$ cat config.mk
export PLATFORM = sky130hd
export DESIGN_NAME = sound_event_arbiter
export DESIGN_NICKNAME = d
export VERILOG_FILES = /design/src/rtl/sound_event_arbiter_pkg.sv /design/src/rtl/sound_event_arbiter_tone_divider.sv /design/src/rtl/sound_event_arbiter.sv
export SDC_FILE = /design/constraint.sdc
export NUM_CORES = 1
export LEC_CHECK = 0
export ABC_AREA = 1
export CORE_UTILIZATION = 30
export DETAILED_ROUTE_END_ITERATION = 7
export SKIP_CTS_REPAIR_TIMING = 1
export SLEW_MARGIN = 20
export SYNTH_ARGS = -nofsm -noshare
export SYNTH_HDL_FRONTEND = slang
export SYNTH_SLANG_ARGS = --single-unit
export TNS_END_PERCENT = 1
$ cat constraint.sdc
create_clock -name CLK -period 4.27 [get_ports CLK]
set_input_delay 1.281 -clock CLK [delete_from_list [all_inputs] [get_ports CLK]]
set_output_delay 1.281 -clock CLK [all_outputs]
set_load 0.01 [all_outputs]
$ cat src/rtl/sound_event_arbiter_pkg.sv
// Shared pong sound definitions: source ids, FSM states, tone table and counter widths.
// Every file of the sound arbiter takes its codes and tone figures from here.
package sound_event_arbiter_pkg;

  // Source ids double as the active_id output encoding.
  typedef enum logic [1:0] {
    SrcNone   = 2'd0,
    SrcWall   = 2'd1,
    SrcPaddle = 2'd2,
    SrcScore  = 2'd3
  } src_e;

  typedef enum logic [1:0] {
    StIdle = 2'd0,
    StPlay = 2'd1,
    StGap  = 2'd2
  } state_e;

  // Tone table.
  localparam int unsigned WallHz   = 220;
  localparam int unsigned PaddleHz = 440;
  localparam int unsigned ScoreHz  = 880;
  localparam int unsigned WallMs   = 50;
  localparam int unsigned PaddleMs = 50;
  localparam int unsigned ScoreMs  = 200;

  // Widths cover clocks up to 100 MHz: 100e6 / (2 * 220) = 227272 half-period cycles,
  // 99999 cycles per ms, and up to 255 ms per phase.
  localparam int unsigned ToneW = 18;
  localparam int unsigned PreW  = 17;
  localparam int unsigned MsW   = 8;

  // Half-period in clock cycles, truncated.
  function automatic int unsigned half_cycles(int unsigned clk_mhz, int unsigned hz);
    return (clk_mhz * 1_000_000) / (2 * hz);
  endfunction

  // Tone length in ms for a source.
  function automatic logic [MsW-1:0] tone_ms(src_e src);
    logic [MsW-1:0] ms;
    case (src)
      SrcWall:   ms = MsW'(WallMs);
      SrcPaddle: ms = MsW'(PaddleMs);
      SrcScore:  ms = MsW'(ScoreMs);
      default:   ms = '0;
    endcase
    return ms;
  endfunction

endpackage

$ cat src/rtl/sound_event_arbiter_tone_divider.sv
// Square-wave tone divider: load restarts at 0 with a new half-period, enable runs it,
// and the output toggles every half-period cycles. Output is held 0 when not enabled.
module sound_event_arbiter_tone_divider
  import sound_event_arbiter_pkg::*;
(
  input  logic             clk,
  input  logic             reset,
  input  logic             load,
  input  logic             enable,
  input  logic [ToneW-1:0] half,
  output logic             square
);

  logic [ToneW-1:0] half_q;
  logic [ToneW-1:0] cnt_q;
  logic             square_q;

  // Half-period counter and output toggle.
  always_ff @(posedge clk) begin
    if (reset) begin
      half_q   <= '0;
      cnt_q    <= '0;
      square_q <= 1'b0;
    end else if (load) begin
      half_q   <= half;
      cnt_q    <= '0;
      square_q <= 1'b0;
    end else if (enable) begin
      if (cnt_q == half_q - 1'b1) begin
        cnt_q    <= '0;
        square_q <= ~square_q;
      end else begin
        cnt_q <= cnt_q + 1'b1;
      end
    end else begin
      cnt_q    <= '0;
      square_q <= 1'b0;
    end
  end

  assign square = square_q;

endmodule

$ cat src/rtl/sound_event_arbiter.sv
// Pong sound event arbiter: latches one-cycle sound requests, plays them one at a time by
// fixed priority (score > paddle > wall) as a square-wave tone, followed by a silent gap.
// Optional feature macro SOUND_PREEMPT_EN: a pending score request aborts a wall or paddle
// tone and starts the score tone on the next cycle without a gap.
module sound_event_arbiter
  import sound_event_arbiter_pkg::*;
#(
  parameter int unsigned CLK_FREQ_MHZ = 100,
  parameter int unsigned GAP_MS       = 10
) (
  input  logic       CLK,
  input  logic       RESET,
  input  logic       req_wall,
  input  logic       req_paddle,
  input  logic       req_score,
  output logic       SpeakerOut,
  output logic       busy,
  output logic [1:0] active_id
);

  localparam logic [PreW-1:0]  PreLast    = PreW'(CLK_FREQ_MHZ * 1000 - 1);
  localparam logic [MsW-1:0]   GapLast    = MsW'(GAP_MS - 1);
  localparam logic [ToneW-1:0] HalfWall   = ToneW'(half_cycles(CLK_FREQ_MHZ, WallHz));
  localparam logic [ToneW-1:0] HalfPaddle = ToneW'(half_cycles(CLK_FREQ_MHZ, PaddleHz));
  localparam logic [ToneW-1:0] HalfScore  = ToneW'(half_cycles(CLK_FREQ_MHZ, ScoreHz));

  state_e           state_q;
  src_e             act_q;
  logic             busy_q;
  logic [2:0]       pend_q;   // {score, paddle, wall}
  logic [PreW-1:0]  pre_q;
  logic [MsW-1:0]   ms_q;

  src_e             grant;
  logic [2:0]       grant_oh;
  logic [2:0]       req_vec;
  logic [2:0]       pend_d;
  logic [MsW-1:0]   ms_last;
  logic [ToneW-1:0] half_sel;
  logic             ms_tick;
  logic             play_done;
  logic             gap_done;
  logic             preempt;
  logic             start_play;
  logic             tone_en;

  assign req_vec = {req_score, req_paddle, req_wall};

  // Grant selection, phase-end detection and pending-flag next state.
  always_comb begin
    grant    = SrcNone;
    grant_oh = 3'b000;
    if (pend_q[2]) begin
      grant    = SrcScore;
      grant_oh = 3'b100;
    end else if (pend_q[1]) begin
      grant    = SrcPaddle;
      grant_oh = 3'b010;
    end else if (pend_q[0]) begin
      grant    = SrcWall;
      grant_oh = 3'b001;
    end

    ms_last   = tone_ms(act_q) - 1'b1;
    ms_tick   = (pre_q == PreLast);
    play_done = (state_q == StPlay) && ms_tick && (ms_q == ms_last);
    gap_done  = (state_q == StGap) && ms_tick && (ms_q == GapLast);

`ifdef SOUND_PREEMPT_EN
    preempt = (state_q == StPlay) && (act_q != SrcScore) && pend_q[2];
`else
    preempt = 1'b0;
`endif

    start_play = ((state_q == StIdle) && (pend_q != 3'b000)) || preempt;
    tone_en    = start_play || ((state_q == StPlay) && !play_done);

    // Set is applied after clear so a request landing on the grant edge is kept.
    pend_d = (pend_q & ~(start_play ? grant_oh : 3'b000)) | req_vec;

    case (grant)
      SrcWall:   half_sel = HalfWall;
      SrcPaddle: half_sel = HalfPaddle;
      SrcScore:  half_sel = HalfScore;
      default:   half_sel = '0;
    endcase
  end

  // Arbiter FSM with pending flags, registered outputs and the ms prescaler.
  always_ff @(posedge CLK) begin
    if (RESET) begin
      state_q <= StIdle;
      act_q   <= SrcNone;
      busy_q  <= 1'b0;
      pend_q  <= '0;
      pre_q   <= '0;
      ms_q    <= '0;
    end else begin
      pend_q <= pend_d;
      if (start_play) begin
        state_q <= StPlay;
        act_q   <= grant;
        busy_q  <= 1'b1;
        pre_q   <= '0;
        ms_q    <= '0;
      end else if (play_done) begin
        state_q <= StGap;
        act_q   <= SrcNone;
        pre_q   <= '0;
        ms_q    <= '0;
      end else if (gap_done) begin
        state_q <= StIdle;
        busy_q  <= 1'b0;
        pre_q   <= '0;
        ms_q    <= '0;
      end else if (state_q != StIdle) begin
        if (ms_tick) begin
          pre_q <= '0;
          ms_q  <= ms_q + 1'b1;
        end else begin
          pre_q <= pre_q + 1'b1;
        end
      end
    end
  end

  sound_event_arbiter_tone_divider tone_divider (
    .clk    (CLK),
    .reset  (RESET),
    .load   (start_play),
    .enable (tone_en),
    .half   (half_sel),
    .square (SpeakerOut)
  );

  assign busy      = busy_q;
  assign active_id = act_q;

endmodule
# After elaboration in Yosys (flattened, before gate mapping)

Index checks and enable logic that the tools add are counted.

$add $sub $neg: 5
Equality and inequality tests: 13
Mux-type cells: 18
Bitwise logic cells: 5
Reductions and logical operators: 22

Operators with widths:

| kind                    | number |
|---|---|
| $pmux W18 S3            | 1 |
| $add A18 B1 Y18 const B | 1 |
| $eq A18 B18 Y1          | 1 |
| $sub A18 B1 Y18 const B | 1 |
| $add A17 B1 Y17 const B | 1 |
| $eq A17 B17 Y1 const B  | 1 |
| $mux W17                | 1 |
| $pmux W8 S2             | 1 |
| $mux W2                 | 7 |
| $eq A2 B2 Y1 const B    | 5 |
| $add A8 B1 Y8 const B   | 1 |
| $eq A8 B4 Y1 const B    | 1 |
| $eq A8 B8 Y1            | 1 |
| $reduce_bool A2 Y1      | 4 |
| $reduce_or A4 Y1        | 2 |
| $sub A8 B1 Y8 const B   | 1 |
| $eq A2 B1 Y1 const B    | 3 |
| $logic_and A1 B1 Y1     | 6 |
| $mux W1                 | 6 |
| $mux W3                 | 2 |
| $reduce_bool A3 Y1      | 2 |
| $reduce_and A2 Y1       | 2 |
| $reduce_or A2 Y1        | 2 |
| $and A3 B3 Y3           | 1 |
| 8 further kinds         | 9 |

Bits in registers: 70
Input port bits: 5
Output and inout port bits: 4
Logic and storage cells: 73

# Longest topological paths before layout

Gate-level depths: netlist of the first run.

Depth after elaboration: 11
Mapped depth: 16
Gate-level depth less buffers: 15

# Modules after synthesis

Synthesis of the first run repeated with hierarchy kept, for this count alone.

Cells, all modules: 610
Area total of the unflattened synthesis: 4,085.2 µm²

By module, submodules not included:

| module                           | times used | cells each | area an instance (µm²) | sequential area each (µm²) |
|---|---|---|---|---|
| sound_event_arbiter_tone_divider | 1          | 331        | 2,188.3                | 740.7 |
| sound_event_arbiter              | 1          | 279        | 1,896.8                | 660.6 |

# Least setup slack after synthesis of the first run

No wires, ideal clock.

Path type: in2reg
From: input port RESET
To: register tone_divider.cnt_q[15]
Setup time: 0.064 ns
Data arrival time: 2.239 ns
Required time: 4.206 ns
Setup slack: 1.967 ns
Stages on the path: 7
Buffers on the path: 2
Cell sequence: clkbuf_1 -> inv_1 -> nand2_1 -> a21oi_1 -> nand2_4 -> buf_6 -> nor2_1

Cells in the longest elaborated chain, start to end: 1

Ends and longest elaborated chain:

| what                              | RTL line                               | RTL |
|---|---|---|
| from (decl)                       | sound_event_arbiter.sv:12              | `input logic RESET,` |
| $reduce_or A4 Y1 (no source line) | --                                     |  |
| to (signal assigned)              | sound_event_arbiter_tone_divider.sv:33 | `cnt_q <= cnt_q + 1'b1;` |
| to (decl)                         | sound_event_arbiter_tone_divider.sv:15 | `logic [ToneW-1:0] cnt_q;` |

No other way between the ends.
A chain may end at the register's enable or synchronous reset.

# Worst setup path after layout of the first run

From: register act_q[1] (netlist: active_id[1])
To: output port active_id[1]

RTL lines:

| what                   | RTL line                   | RTL |
|---|---|---|
| from (decl)            | sound_event_arbiter.sv:28  | `src_e act_q;` |
| from (signal assigned) | sound_event_arbiter.sv:93  | `act_q <= SrcNone;` |
| from (signal assigned) | sound_event_arbiter.sv:102 | `act_q <= grant;` |
| from (signal assigned) | sound_event_arbiter.sv:108 | `act_q <= SrcNone;` |
| to (decl)              | sound_event_arbiter.sv:18  | `output logic [1:0] active_id` |

No word-level cell between the ends.

==> run summary, run 1 <==
DIE HEIGHT = 107.4 um
Async S/R FF share, synth = 0
Cell internal pwr = 1043 uW
Power per cell area = 374.9 mW/mm^2
Run status = completed
Slew headroom = 0.5453
Critical Path AT = 1350 ps
# DRC = 0
Inserted Clock Buffers = 9
Inst Count DP = 635
Synth Warn # = 0
IO buf count = 8
Syn Inst Count = 493
Initial Util = 0.3075
Post-synth top area share = 0.3544
Slew Viols, Final = 0
Net count after synthesis = 508
Post-synthesis adder-cell area fraction = 0.03754
Routability cong. = 0.8503
Post-Route WL = 7245 um
Synth Area in XOR/XNOR = 0.09197
ANT cells = 0
DRT Pass-1 Iters = 4
Flop pwr share = 0.414
CP Class = reg2out
Cell Rows = 38
Most instantiated cells after synthesis = nand2_1, nor2_1, inv_1, dfxtp_1, nand3_1
CTS Sinks = 59
Synth area leader = dfxtp_1
Primary FF master, synth = dfxtp_1
Synth Register Bits = 59
Clock slew at reported path FFs = 70 ps
Post-DP HPWL = 5505 um
Setup TNS = 0 ps
EDFF count, synth = 0
Simple-Gate Fraction of Synth Area = 0.3649
Largest family of logic cells by synthesized area = simple AND/OR/NAND/NOR gates
Cell Area, Synth = 0.003333 mm^2
FMAX = 0.3796 GHz
LEAKAGE = 0.001441 uW
VDD IR max = 0.2155 mV
Area grow syn2layout = 13.93%
Worst setup SP type = flop
Clk Latency, worst-skew pair = 340 ps
Crit share post-route = 0.6170
Vias = 2,976
Final ANT Viol Nets = 0
Switching share of total power = 0.2675
Post-layout total power = 1424 uW
First-pass GRT wire length = 13,110 um
Root buf cell = clkbuf_8
Yosys cell types = 32
Slew @ Worst Pin = 677.6 ps
CTS tree = yes
Via count of the first global-routing pass = 2,968
Post-DR vias/cell = 4.571
Max Cap Viol = 0
RSZ-0062 raised after global routing = false
Total grt overflow = 0
Clock skew = 7.532 ps
Synth top area cells = dfxtp_1, nand2_1, nor2_1
First-iteration detailed-routing DRC count = 165
CP endpoint kind = output pin
Sequential share of the synthesized area = 0.3544
R2R setup slack = 1910 ps
Hold/Removal Path Class = reg2reg
Largest net degree at the start of global routing = 18
Total global routing track utilization = 0.1430
Min Tclk post-route = 2634 ps
Crit path max fanout = 4
CP Cell Sequence = clkdlybuf4s50_1
Die width = 107.4 um
# IOs = 9
Total Nets Final = 521
Total net switching power = 380.9 uW
# H-tree levels = 3
Logic gate share of total power = 0.148
DR WL/cell = 11.13 um
Antenna violations before repair = 0
Most common cell in the netlist = nand2_1
Req. time, crit path = 2990 ps
Synth Area in Compound Gates = 0.06719
Mean Syn Cell Area = 6.761 um^2
Final setup vio count = 0
Clock share of power = 0.438
Layout cells sized above 1 = 0.07241
Final Hold Fails = 0
CTS max path bufs = 2
Max incr delay on CP = 580 ps
Core box area = 0.01084 mm^2
Multiplexer area fraction after synthesis = 0
Crit path max-delay family = buffers and inverters
Crit-path slowest cell = clkdlybuf4s50_1
Crit path buffers/inverters = 1
Die area = 0.01154 mm^2
Post-Layout Cell Count = 651
-- worst paths after layout --
kind                 from      endpoint  cells after the start
min reg2reg    state_q[0]    state_q[0]                      2
max reg2reg     pend_q[2]     pre_q[13]                      7
min            state_q[0]    state_q[0]                      2
max          active_id[1]  active_id[1]                      1
-- power groups by stage --
| stage | registers (uW) | logic (uW) | clock network [uW] |
|---|---|---|---|
| global route | 591 | 250 | 667 |
| CTS | 589 | 211 | 642 |
| detailed placement | 601 | 210 | 0 |
| global placement | 601 | 206 | 0 |
| floorplan | 596 | 163 | 0 |
| finish | 589 | 210 | 624 |
-- worst min-delay path, stage by stage, from the launching register on --
cell and delay, ps:
dfxtp_1 320, nand2_1 60, a21oi_1 50
-- kinds of logic (layout without fill, tap and decap cells) --
logic type               Yosys count  after routing
XOR/XNOR                          35             35
AO/OA/AOI/OAI                     44             44
buffers and inverters             71             89
flip-flops                        59             59
AND/OR/NAND/NOR                  274            274
adder cells (fa/ha/maj)           10             10
-- flip-flops by register name (all words and copies together), names as in the netlist --
signal,count
active_id,2
busy,1
ms_q,8
pend_q,3
pre_q,17
state_q,2
tone_divider.cnt_q,18
tone_divider.half_q,7
tone_divider.square,1
-- layout make-up --
class                   instances  area, um^2
inverters                      64       240.2
flip-flops and latches         59        1181
fillers                      1153        7043
repair buffers                  9       87.58
clock inverters                 5       100.1
well taps                     140       175.2
multi-input cells             363        1872
clock buffers                  11       141.4
-- cell usage in the layout, fill, tap and decap left out, types with 2 or more instances in the layout --
cell             netlist  final
ha_1                  10     10
clkbuf_8               0     10
bufinv_16              0      3
nand3_1               41     41
nand2_2                2      2
a21oi_1               27     27
clkdlybuf4s50_1        0      8
nand4_1               11     11
dfxtp_1               59     59
nor3_1                 9      9
xnor2_1                8      8
o21ai_0               15     15
clkinv_2               0      2
nor2_1                74     74
inv_1                 60     60
nor2_2                 6      6
nand3_2                3      3
or2_2                  3      3
nand2_1              117    117
inv_2                  3      3
xor2_1                27     27
-- layer usage --
metal	routed length, um	global-route usage	part of all wire	up-vias
li1	-	-	-	1586
met2	3446	0.2396	0.48	27
met1	3519	0.1725	0.49	1352
met5	0	0	0	-
met4	103	0.04501	0.014	0
met3	176	0.04661	0.024	11
-- stage by stage --
step	instance area [um^2]	hold WS, ps	setup slack [ps]	utilization
floorplan	3333	441.1	1967	-
global placement	3556	458.9	1421	0.3280
detailed placement	3556	473.3	1328	0.3280
CTS	3797	484.0	1603	0.3503
global route	3797	508.6	1546	0.3503
finish	3797	483.6	1636	0.3503
Power figures use the tool's default switching activity.
==> run 2: changes to the inputs <==
Clock period 4.27 ns to 2.7 ns, I/O delays scaled along.
==> run summary, run 2 (same netlist as run 1, synthesis figures left out) <==
Finished Cell Area = 0.003765 mm^2 (-0.86%)
LEAKAGE = 0.001427 uW (-0.99%)
CP Cell Sequence = inv_1 -> ha_1 -> nand2_2 -> nor2_1 -> nand2_1 -> nand2_1 -> nand2_1 -> nand2_1 -> nor2_1 -> nand2_1 -> nor2_2 -> nand2_2 -> nand2_4 -> nor2_1
CTS tree = yes
# H-tree levels = 3 (unchanged)
DIE HEIGHT = 107.4 um (unchanged)
Commonest non-fill, non-tap cell in the layout = nand2_1
Antenna violations before repair = 0 (unchanged)
DR WL/cell = 11.35 um (+2.0%)
Largest register by flop count = tone_divider.cnt_q
Worst setup SP type = flop
ANT cells = 0 (unchanged)
Cell Rows = 38 (unchanged)
Hold/Removal Path Class = reg2reg
Total Nets Final = 523 (+0.38%)
Post-DR vias/cell = 4.577 (+0.12%)
Slew headroom = 0.7251 (+0.1798)
Largest regs = tone_divider.cnt_q (18), pre_q (17), ms_q (8)
# IOs = 9 (unchanged)
First-iteration detailed-routing DRC count = 166 (+0.61%)
Layout cells sized above 1 = 0.07227 (-0.0001414)
Final ANT Viol Nets = 0 (unchanged)
Via count of the first global-routing pass = 2,904 (-2.2%)
Die width = 107.4 um (unchanged)
IO buf count = 8 (unchanged)
Total grt overflow = 0 (unchanged)
Clk Latency, worst-skew pair = 340 ps (about the same)
CP Class = reg2reg
Slew @ Worst Pin = 408.6 ps (-269.0 ps)
Slew Viols, Final = 0 (unchanged)
Req. time, crit path = 2920 ps (-70 ps)
Root buf cell = clkbuf_8
VDD IR max = 0.2661 mV (+24%)
DRT Pass-1 Iters = 4 (unchanged)
Highest-count cells in the layout ignoring fill and taps = nand2_1, nor2_1, inv_1
Vias = 2,984 (+0.27%)
Final setup vio count = 0 (unchanged)
Crit path max fanout = 17 (+13)
Post-Route WL = 7403 um (+2.2%)
Clock slew at reported path FFs = 60 ps (about the same)
Largest net degree at the start of global routing = 18 (unchanged)
Cell Area, Placed = 0.003571 mm^2 (+0.42%)
WHS Path Cells = 2 (unchanged)
Post-DP HPWL = 5533 um (+0.51%)
Min Tclk post-route = 2249 ps
Final Hold Fails = 0 (unchanged)
Clock skew = 13.51 ps (+5.981 ps)
Routability cong. = 0.8399 (-1.2%)
CTS max path bufs = 2 (unchanged)
Setup TNS = 0 ps (unchanged)
RSZ-0062 raised after global routing = false
Total global routing track utilization = 0.1403 (-0.002689)
Max incr delay on CP = 440 ps (-140 ps)
Area grow syn2layout = 12.95%
Max Cap Viol = 0 (unchanged)
# DRC = 0 (unchanged)
Initial Util = 0.3075 (unchanged)
Largest register FFs = 18 (unchanged)
CP endpoint kind = flop
CTS Sinks = 59 (unchanged)
Die area = 0.01154 mm^2 (unchanged)
First-pass GRT wire length = 12,840 um (-2.1%)
Crit-path slowest cell = dfxtp_1
R2R cell count = 14 (+7)
Inserted Clock Buffers = 9 (unchanged)
Most used cell, CP = nand2_1
Power per cell area = 552.5 mW/mm^2 (+47%)
FMAX = 0.4447 GHz
Core box area = 0.01084 mm^2 (unchanged)
Crit share post-route = 0.8329
Run status = completed
Critical Path AT = 2470 ps (+1120 ps)
## run 2: final cells by class
cell class | count | area, um^2
clock buffers | 13 | 158.9
clock inverters | 2 | 35.03
fillers | 1183 | 7076
inverters | 64 | 240.2
multi-input cells | 363 | 1872
flip-flops and latches | 59 | 1181
well taps | 140 | 175.2
repair buffers | 11 | 102.6
## run 2: per-layer routing
layer  wire length, um  GRT usage  vias to the layer above  part of all wire
met1              3437     0.1585                     1332              0.46
met4                65    0.04110                        0            0.0088
met5                 0          0                        -                 0
li1                  -          -                     1591                 -
met2              3563     0.2516                       52              0.48
met3               338    0.04358                        9             0.046
## run 2: report_power, final
part           leakage, uW  switching [uW]  total (uW)  internal [uW]
Sequential        0.000479            35.4         932            897
Clock            0.0000995             337         808            471
Combinational     0.000849             219         341            121
## run 2: worst max-delay path, delay by kind of cell, from the launching register on
family	cells	cell delay (ps)
buffers and inverters	1	130
DFF	1	440
adders and majority gates	1	290
and+or+nand+nor	12	1270
## run 2: final timing paths
path | start | to | slack, ps
max | tone_divider.half_q[4] | tone_divider.cnt_q[14] | 450
min | ms_q[7] | ms_q[7] | 480
min reg2reg | ms_q[7] | ms_q[7] | 480
max reg2reg | tone_divider.half_q[4] | tone_divider.cnt_q[14] | 450
## run 2: through the flow
step                      power [uW]  hold WS (ps)    util  instances  setup WS (ps)
after floorplan                 1200         441.1       -        493          843.3
after global placement          1283         453.1  0.3294        637          418.3
after detailed placement        1290         471.8  0.3294        637          370.2
after CTS                       2106         482.5  0.3473        652          457.9
after global routing            2201         508.1  0.3473        652          140.8
final                           2080         481.0  0.3473        652          451.1
